[config.mk]
export PLATFORM = sky130hd
export DESIGN_NAME = escalonador_carga
export DESIGN_NICKNAME = d
export VERILOG_FILES = /design/src/rtl/escalonador_carga.sv
export SDC_FILE = /design/constraint.sdc
export NUM_CORES = 1
export LEC_CHECK = 0
export ABC_AREA = 1
export CORE_MARGIN = 3
export CORE_UTILIZATION = 55
export CTS_CLUSTER_SIZE = 16
export DETAILED_ROUTE_END_ITERATION = 7
export DONT_BUFFER_PORTS = 1
export PLACE_DENSITY = 0.8
export SETUP_SLACK_MARGIN = 0.2
export SLEW_MARGIN = 0
export SYNTH_ARGS = -nofsm -noshare
export SYNTH_HDL_FRONTEND = slang
export SYNTH_SLANG_ARGS = --single-unit
[constraint.sdc]
create_clock -name clk -period 1.6 [get_ports clk]
set_input_delay 0.08 -clock clk [delete_from_list [all_inputs] [get_ports clk]]
set_output_delay 0.08 -clock clk [all_outputs]
set_load 0.05 [all_outputs]
[src/rtl/escalonador_carga.sv]
`timescale 1ns/1ps
`default_nettype none
// ============================================================================
// Module      : escalonador_carga
// Description : Round-robin scheduler sharing one power relay among NUM_REQ
//               zones, with a per-grant hold cap and a dead-time between grants.
// Revision    : 1.0 - initial release
// ============================================================================
module escalonador_carga #(
    parameter int  NUM_REQ    = 4,
    parameter int  MAX_HOLD_T = 30000,
    parameter int  GUARD_T    = 300,
    localparam int ID_W       = (NUM_REQ > 1) ? $clog2(NUM_REQ) : 1
) (
    input  logic               clk,
    input  logic               rst,
    input  logic [NUM_REQ-1:0] req,
    input  logic [NUM_REQ-1:0] done,
    output logic [NUM_REQ-1:0] gnt,
    output logic [ID_W-1:0]    grant_id,
    output logic               busy,
    output logic               timeout
);

    localparam int c_HOLD_W  = $clog2(MAX_HOLD_T + 1);
    localparam int c_GUARD_W = $clog2(GUARD_T + 1);
    localparam logic [c_HOLD_W-1:0]  c_HOLD_LAST  = c_HOLD_W'(MAX_HOLD_T - 1);
    localparam logic [c_GUARD_W-1:0] c_GUARD_LAST = c_GUARD_W'(GUARD_T - 1);
    localparam logic [ID_W-1:0]      c_LAST_ID    = ID_W'(NUM_REQ - 1);

    typedef enum logic [1:0] {
        ST_IDLE  = 2'd0,
        ST_GRANT = 2'd1,
        ST_GUARD = 2'd2
    } state_t;

    state_t               r_state, w_state_nxt;
    logic [NUM_REQ-1:0]   r_gnt, w_gnt_nxt;
    logic [ID_W-1:0]      r_grant_id, w_id_nxt;
    logic                 r_busy;
    logic                 r_timeout, w_timeout_nxt;
    logic [ID_W-1:0]      r_ptr, w_ptr_nxt;
    logic [NUM_REQ-1:0]   r_lock, w_lock_set;
    logic [c_HOLD_W-1:0]  r_hold, w_hold_nxt;
    logic [c_GUARD_W-1:0] r_guard, w_guard_nxt;

    logic [NUM_REQ-1:0]   w_elig;
    logic [2*NUM_REQ-1:0] w_elig_dbl;
    logic [NUM_REQ-1:0]   w_elig_rot;
    logic                 w_found;
    logic [ID_W-1:0]      w_winner;
    logic [ID_W:0]        w_sum;
    logic                 w_release;
    logic [ID_W-1:0]      w_ptr_after;

    assign w_elig = req & ~r_lock;

    // Rotate eligibility so bit 0 is the zone at ptr; first set bit wins.
    always_comb begin
        w_elig_dbl = {w_elig, w_elig} >> r_ptr;
        w_elig_rot = w_elig_dbl[NUM_REQ-1:0];
        w_found    = 1'b0;
        w_winner   = '0;
        w_sum      = '0;
        for (int k = 0; k < NUM_REQ; k++) begin
            if (!w_found && w_elig_rot[k]) begin
                w_found = 1'b1;
                w_sum   = {1'b0, r_ptr} + (ID_W+1)'(k);
                if (w_sum >= (ID_W+1)'(NUM_REQ)) begin
                    w_sum = w_sum - (ID_W+1)'(NUM_REQ);
                end
                w_winner = w_sum[ID_W-1:0];
            end
        end
    end

    // r_gnt is one-hot on the owner while granted, so masking selects its bits.
    assign w_release   = ~(|(req & r_gnt)) | (|(done & r_gnt));
    assign w_ptr_after = (r_grant_id == c_LAST_ID) ? '0 : r_grant_id + ID_W'(1);

    always_comb begin
        w_state_nxt   = r_state;
        w_gnt_nxt     = r_gnt;
        w_id_nxt      = r_grant_id;
        w_ptr_nxt     = r_ptr;
        w_hold_nxt    = r_hold;
        w_guard_nxt   = r_guard;
        w_timeout_nxt = 1'b0;
        w_lock_set    = '0;
        case (r_state)
            ST_IDLE: begin
                if (w_found) begin
                    w_state_nxt = ST_GRANT;
                    w_gnt_nxt   = NUM_REQ'(1) << w_winner;
                    w_id_nxt    = w_winner;
                    w_hold_nxt  = '0;
                end
            end
            ST_GRANT: begin
                if (w_release || (r_hold == c_HOLD_LAST)) begin
                    w_state_nxt = ST_GUARD;
                    w_gnt_nxt   = '0;
                    w_guard_nxt = '0;
                    w_ptr_nxt   = w_ptr_after;
                    if (!w_release) begin
                        w_timeout_nxt = 1'b1;
                        w_lock_set    = NUM_REQ'(1) << r_grant_id;
                    end
                end else begin
                    w_hold_nxt = r_hold + c_HOLD_W'(1);
                end
            end
            ST_GUARD: begin
                if (r_guard == c_GUARD_LAST) begin
                    w_state_nxt = ST_IDLE;
                end else begin
                    w_guard_nxt = r_guard + c_GUARD_W'(1);
                end
            end
            default: begin
                w_state_nxt = ST_IDLE;
                w_gnt_nxt   = '0;
            end
        endcase
    end

    always_ff @(posedge clk or negedge rst) begin
        if (!rst) begin
            r_state    <= ST_IDLE;
            r_gnt      <= '0;
            r_grant_id <= '0;
            r_busy     <= 1'b0;
            r_timeout  <= 1'b0;
            r_ptr      <= '0;
            r_lock     <= '0;
            r_hold     <= '0;
            r_guard    <= '0;
        end else begin
            r_state    <= w_state_nxt;
            r_gnt      <= w_gnt_nxt;
            r_grant_id <= w_id_nxt;
            r_busy     <= (w_state_nxt != ST_IDLE);
            r_timeout  <= w_timeout_nxt;
            r_ptr      <= w_ptr_nxt;
            r_lock     <= (r_lock | w_lock_set) & req;
            r_hold     <= w_hold_nxt;
            r_guard    <= w_guard_nxt;
        end
    end

    assign gnt      = r_gnt;
    assign grant_id = r_grant_id;
    assign busy     = r_busy;
    assign timeout  = r_timeout;

endmodule
`default_nettype wire

==> run summary <==
================================================================================
Status ............................................................ complete, but fails checks
Violated checks ................................................... setup timing
Sw frac ...........................................................        0.225
Initial DRT Pass Iterations .......................................            6
Worst Hold Margin .................................................    0.0830 ns
DRC violations left ...............................................            0
Effective utilization at floorplan ................................        0.577
Arrival time of data at the critical path endpoint ................      2.10 ns
Share of the clock period used by the worst path after layout .....         1.20
Time the final worst path needs with I/O delays and setup .........      1.92 ns
Utilization of the core after routing .............................        0.783
I/O pin count .....................................................           18
Max-cap violation count ...........................................            0
Depth of the worst register-to-register path ......................           11
Setup crit start ..................................................     r_ptr[0]
Die outline area ..................................................     5490 um2
HP Class .......................................................... input pin to flop
Synth-to-Final Area Change ........................................        35.6%
Diode insertion count for antenna repair ..........................            0
Max Clock Skew ....................................................    0.0144 ns
DR iter-0 viols ...................................................          453
Sequential Power Share ............................................        0.517
WHS Path Cells ....................................................            2
Clock tree from TritonCTS .........................................          yes
Nets ..............................................................          398
Cell row count ....................................................           24
Net count after synthesis .........................................          347
Final std cells w/o fill ..........................................          435
Area fraction of the dominant cell type after synthesis ...........        0.393
HPWL after detailed placement .....................................      4.20 mm
Final count of hold timing violations .............................            0
Number of cells on the critical path ..............................           11
CP endpoint kind ..................................................         flop
Crit Reg-Reg Endpoint .............................................       gnt[0]
Chain of cells forming the critical path .......................... inv_4 > nand3_4 > nand3_2 > nand2_2 > buf_4 > inv_1 > nand3_1 > nand3_1 > nand2_2 > nand3_1 > nand2_1
Total power divided by cell area ..................................   565 nW/um2
Final setup violation count .......................................           34
Cell area after placement .........................................     2850 um2
Total gr overflow .................................................            0
Worst setup slack for register-to-register paths ..................     -0.32 ns
Peak clock frequency supported by timing ..........................    0.522 GHz
Core area .........................................................     4410 um2
Mean routed wirelength per cell ...................................      19.1 um
Number of synthesis warnings ......................................            0
Delay contributed by the slowest stage of the critical path .......      0.49 ns
Remaining max-slew budget at the tightest pin .....................        0.655
Global-route wire length before repair ............................      12.0 mm
Fraction of final layout cells sized beyond drive strength 1 ......        0.358
Worst-path fanout max .............................................            6
Cells after Synth .................................................          331
Maximum buffer depth of the clock tree ............................            2
Share of synthesized area occupied by flip-flops and latches ......        0.393
Timing endpoint of the critical path ..............................       gnt[0]
Number of H-tree branching levels .................................            2
Placement Setup Slack .............................................   -0.0311 ns
Worst Path Class, Setup ........................................... flop to flop
IO buf count ......................................................            0
Final GP Congestion ...............................................        0.959
Final TNS setup ...................................................     -3.85 ns
Root Buffer Master ................................................ sky130_fd_sc_hd__clkbuf_8
Post-layout instance area .........................................     3460 um2
Reported net switching power ......................................     0.439 mW
Vias/cell .........................................................         6.37
Inserted Clock Buffers ............................................            5
Power Total .......................................................      1.95 mW
Final critical-path setup slack ...................................    -0.317 ns
Crit path top cell by count ....................................... sky130_fd_sc_hd__nand3_1
Total placed cells including tap cells ............................          408
Combined buffer and inverter count along the critical path ........            3
Slew of the pin with the lowest slew margin .......................     0.513 ns
Combinational cell fraction of total power ........................        0.054
Via count of the first global-routing pass ........................         2562
Clock power frac ..................................................        0.429
Pin count of the biggest net entering global routing ..............           41
Cell type with the highest aggregate area in the netlist .......... sky130_fd_sc_hd__dfrtp_1
Antenna Violating Nets Remaining ..................................            0
Number of sinks on the clock net ..................................           40
Clock insertion delay at the later pin of the skew report .........      0.31 ns
Unrepaired setup endpoints after global routing ...................          yes
Clock-pin slew on the worst setup and hold paths ..................      0.09 ns
Critical Path Source Type .........................................         flop
Area of the mapped netlist ........................................     2550 um2
Number of distinct library cells after synthesis ..................           32
Source of the worst register-to-register timing path ..............     r_ptr[0]
Number of max-slew violations in the final report .................            0
Overall die width .................................................      74.1 um
Flip-flop and latch count after synthesis .........................           40
Synth Area per Inst ...............................................     7.70 um2
Endpoint required time on the critical path .......................      1.78 ns
Origin of the worst min-delay path ................................       req[2]
Total leakage power ...............................................      1.60 nW
Highest ir drop seen on vdd .......................................       494 uV
Slowest stage cell on the critical path ........................... sky130_fd_sc_hd__dfrtp_2
Initial antenna violation count ...................................            0
Internal power contribution .......................................      1.51 mW
Cells taking the most area after synthesis ........................ sky130_fd_sc_hd__dfrtp_1 (39%), sky130_fd_sc_hd__nand2_1 (12%), sky130_fd_sc_hd__nand3_1 (8.1%), sky130_fd_sc_hd__xor2_1 (5.2%), sky130_fd_sc_hd__inv_1 (5.0%)
Post-Route WL .....................................................      8.30 mm
Height of the chip ................................................      74.1 um
Kind of cell with the highest combined delay on the critical path . simple AND/OR/NAND/NOR gates
Overall track demand over capacity in global routing ..............        0.284
Vias after detailed routing .......................................         2770
================================================================================
## sequential cells by signal, indices dropped and copies added (netlist names)
name / flops
timeout: 1
grant_id: 2
r_state: 2
r_guard: 9
r_hold: 15
busy: 1
r_ptr: 2
r_lock: 4
gnt: 4
## worst min-delay path by stage
stage | to | slack, ns
2_1_floorplan | busy | -0.22
3_3_place_gp | r_hold[10] | -0.21
3_5_place_dp | r_hold[7] | -0.21
4_1_cts | timeout | 0.003
5_1_grt | timeout | 0.09
6_report | timeout | 0.08
## per-layer routing
layer  track usage  vias to the layer above  part of all wire
li1              -                     1190                 -
met1         0.352                     1261              0.37
met2         0.480                      250              0.47
met3        0.0662                       69              0.11
met4         0.109                        0             0.049
met5             0                        -                 0
## cell usage after synthesis
| library cell | number |
|---|---|
| sky130_fd_sc_hd__nand2_1 | 80 |
| sky130_fd_sc_hd__nand3_1 | 41 |
| sky130_fd_sc_hd__dfrtp_1 | 40 |
| sky130_fd_sc_hd__inv_1 | 34 |
| sky130_fd_sc_hd__nor2_1 | 31 |
| sky130_fd_sc_hd__xor2_1 | 15 |
| sky130_fd_sc_hd__nor3_1 | 11 |
| sky130_fd_sc_hd__o21ai_0 | 9 |
| sky130_fd_sc_hd__a21oi_1 | 8 |
| sky130_fd_sc_hd__nand3_2 | 8 |
| sky130_fd_sc_hd__nand4_1 | 7 |
| sky130_fd_sc_hd__ha_1 | 6 |
| sky130_fd_sc_hd__a21boi_0 | 4 |
| sky130_fd_sc_hd__inv_2 | 4 |
| sky130_fd_sc_hd__nand2_2 | 4 |
| sky130_fd_sc_hd__o21ai_2 | 4 |
| sky130_fd_sc_hd__nand2_4 | 3 |
| sky130_fd_sc_hd__o31ai_1 | 3 |
| sky130_fd_sc_hd__buf_2 | 2 |
| sky130_fd_sc_hd__buf_4 | 2 |
| sky130_fd_sc_hd__buf_6 | 2 |
| sky130_fd_sc_hd__nor4_1 | 2 |
| sky130_fd_sc_hd__o22ai_1 | 2 |
| sky130_fd_sc_hd__buf_8 | 1 |
| sky130_fd_sc_hd__nand3b_1 | 1 |
| sky130_fd_sc_hd__nor2_2 | 1 |
| sky130_fd_sc_hd__nor2_4 | 1 |
| sky130_fd_sc_hd__nor3_4 | 1 |
| sky130_fd_sc_hd__nor3b_1 | 1 |
| sky130_fd_sc_hd__o21ai_1 | 1 |
| sky130_fd_sc_hd__o21ai_4 | 1 |
| sky130_fd_sc_hd__xnor2_1 | 1 |
## power groups by stage
| stage | combinational, mW | sequential [mW] | clock [mW] |
|---|---|---|---|
| 4_1_cts | 0.0931 | 1.01 | 0.846 |
| 2_1_floorplan | 0.0331 | 1.03 | 0 |
| 6_report | 0.105 | 1.01 | 0.837 |
| 3_5_place_dp | 0.0413 | 1.03 | 0 |
| 3_3_place_gp | 0.0403 | 1.03 | 0 |
| 5_1_grt | 0.112 | 1.01 | 0.882 |
## layout make-up
class | instances | area, um2
Multi-Input combinational cell | 247 | 1660
Sequential cell | 40 | 1010
Tap cell | 52 | 65.1
Clock inverter | 2 | 35.0
Inverter | 38 | 148
Timing Repair Buffer | 50 | 464
Fill cell | 245 | 958
Clock buffer | 6 | 72.6
## kinds of logic after synthesis
kind of cell	share of synthesized area
AND/OR/NAND/NOR	0.361
buffers and inverters	0.0805
flip-flops	0.393
AO/OA/AOI/OAI	0.0810
XOR/XNOR	0.0550
adder cells (fa/ha/maj)	0.0295
## timing repair
| item | 4_1_cts | 5_1_grt |
|---|---|---|
| cloned | 3 | 0 |
| hold buffers | 6 | 0 |
| endpoints found under the hold margin | 44 | 0 |
| setup endpoints to repair | 38 | 40 |
| buffers inserted | 6 | 4 |
| resized for setup | 42 | 44 |
| pin swaps | 12 | 5 |
## worst register-to-register path, stage by stage, from the launching register on
cell and delay, ns:
sky130_fd_sc_hd__dfrtp_2 0.49, sky130_fd_sc_hd__inv_4 0.14, sky130_fd_sc_hd__nand3_4 0.10, sky130_fd_sc_hd__nand3_2 0.11, sky130_fd_sc_hd__nand2_2 0.09, sky130_fd_sc_hd__buf_4 0.15, sky130_fd_sc_hd__inv_1 0.09, sky130_fd_sc_hd__nand3_1 0.11
sky130_fd_sc_hd__nand3_1 0.14, sky130_fd_sc_hd__nand2_2 0.12, sky130_fd_sc_hd__nand3_1 0.14, sky130_fd_sc_hd__nand2_1 0.11
## placed cells by master (no fill, tap or decap), types with 4 or more instances in the layout
cell                            count
sky130_fd_sc_hd__inv_1             31
sky130_fd_sc_hd__o21ai_2            6
sky130_fd_sc_hd__dfrtp_1           34
sky130_fd_sc_hd__nand3_4            5
sky130_fd_sc_hd__dlygate4sd3_1      5
sky130_fd_sc_hd__nor2_4             6
sky130_fd_sc_hd__nand3_1           29
sky130_fd_sc_hd__nor2_1            26
sky130_fd_sc_hd__nand3_2           15
sky130_fd_sc_hd__a21oi_2            5
sky130_fd_sc_hd__inv_2              5
sky130_fd_sc_hd__dfrtp_2            6
sky130_fd_sc_hd__ha_1               5
sky130_fd_sc_hd__nand4_1            7
sky130_fd_sc_hd__buf_12             4
sky130_fd_sc_hd__nand2_1           67
sky130_fd_sc_hd__xor2_1            15
sky130_fd_sc_hd__nor3_1             8
sky130_fd_sc_hd__nand2_2           15
sky130_fd_sc_hd__buf_4             36
sky130_fd_sc_hd__o21ai_1            5
sky130_fd_sc_hd__clkbuf_8           5
(Power assumes the default switching activity.)
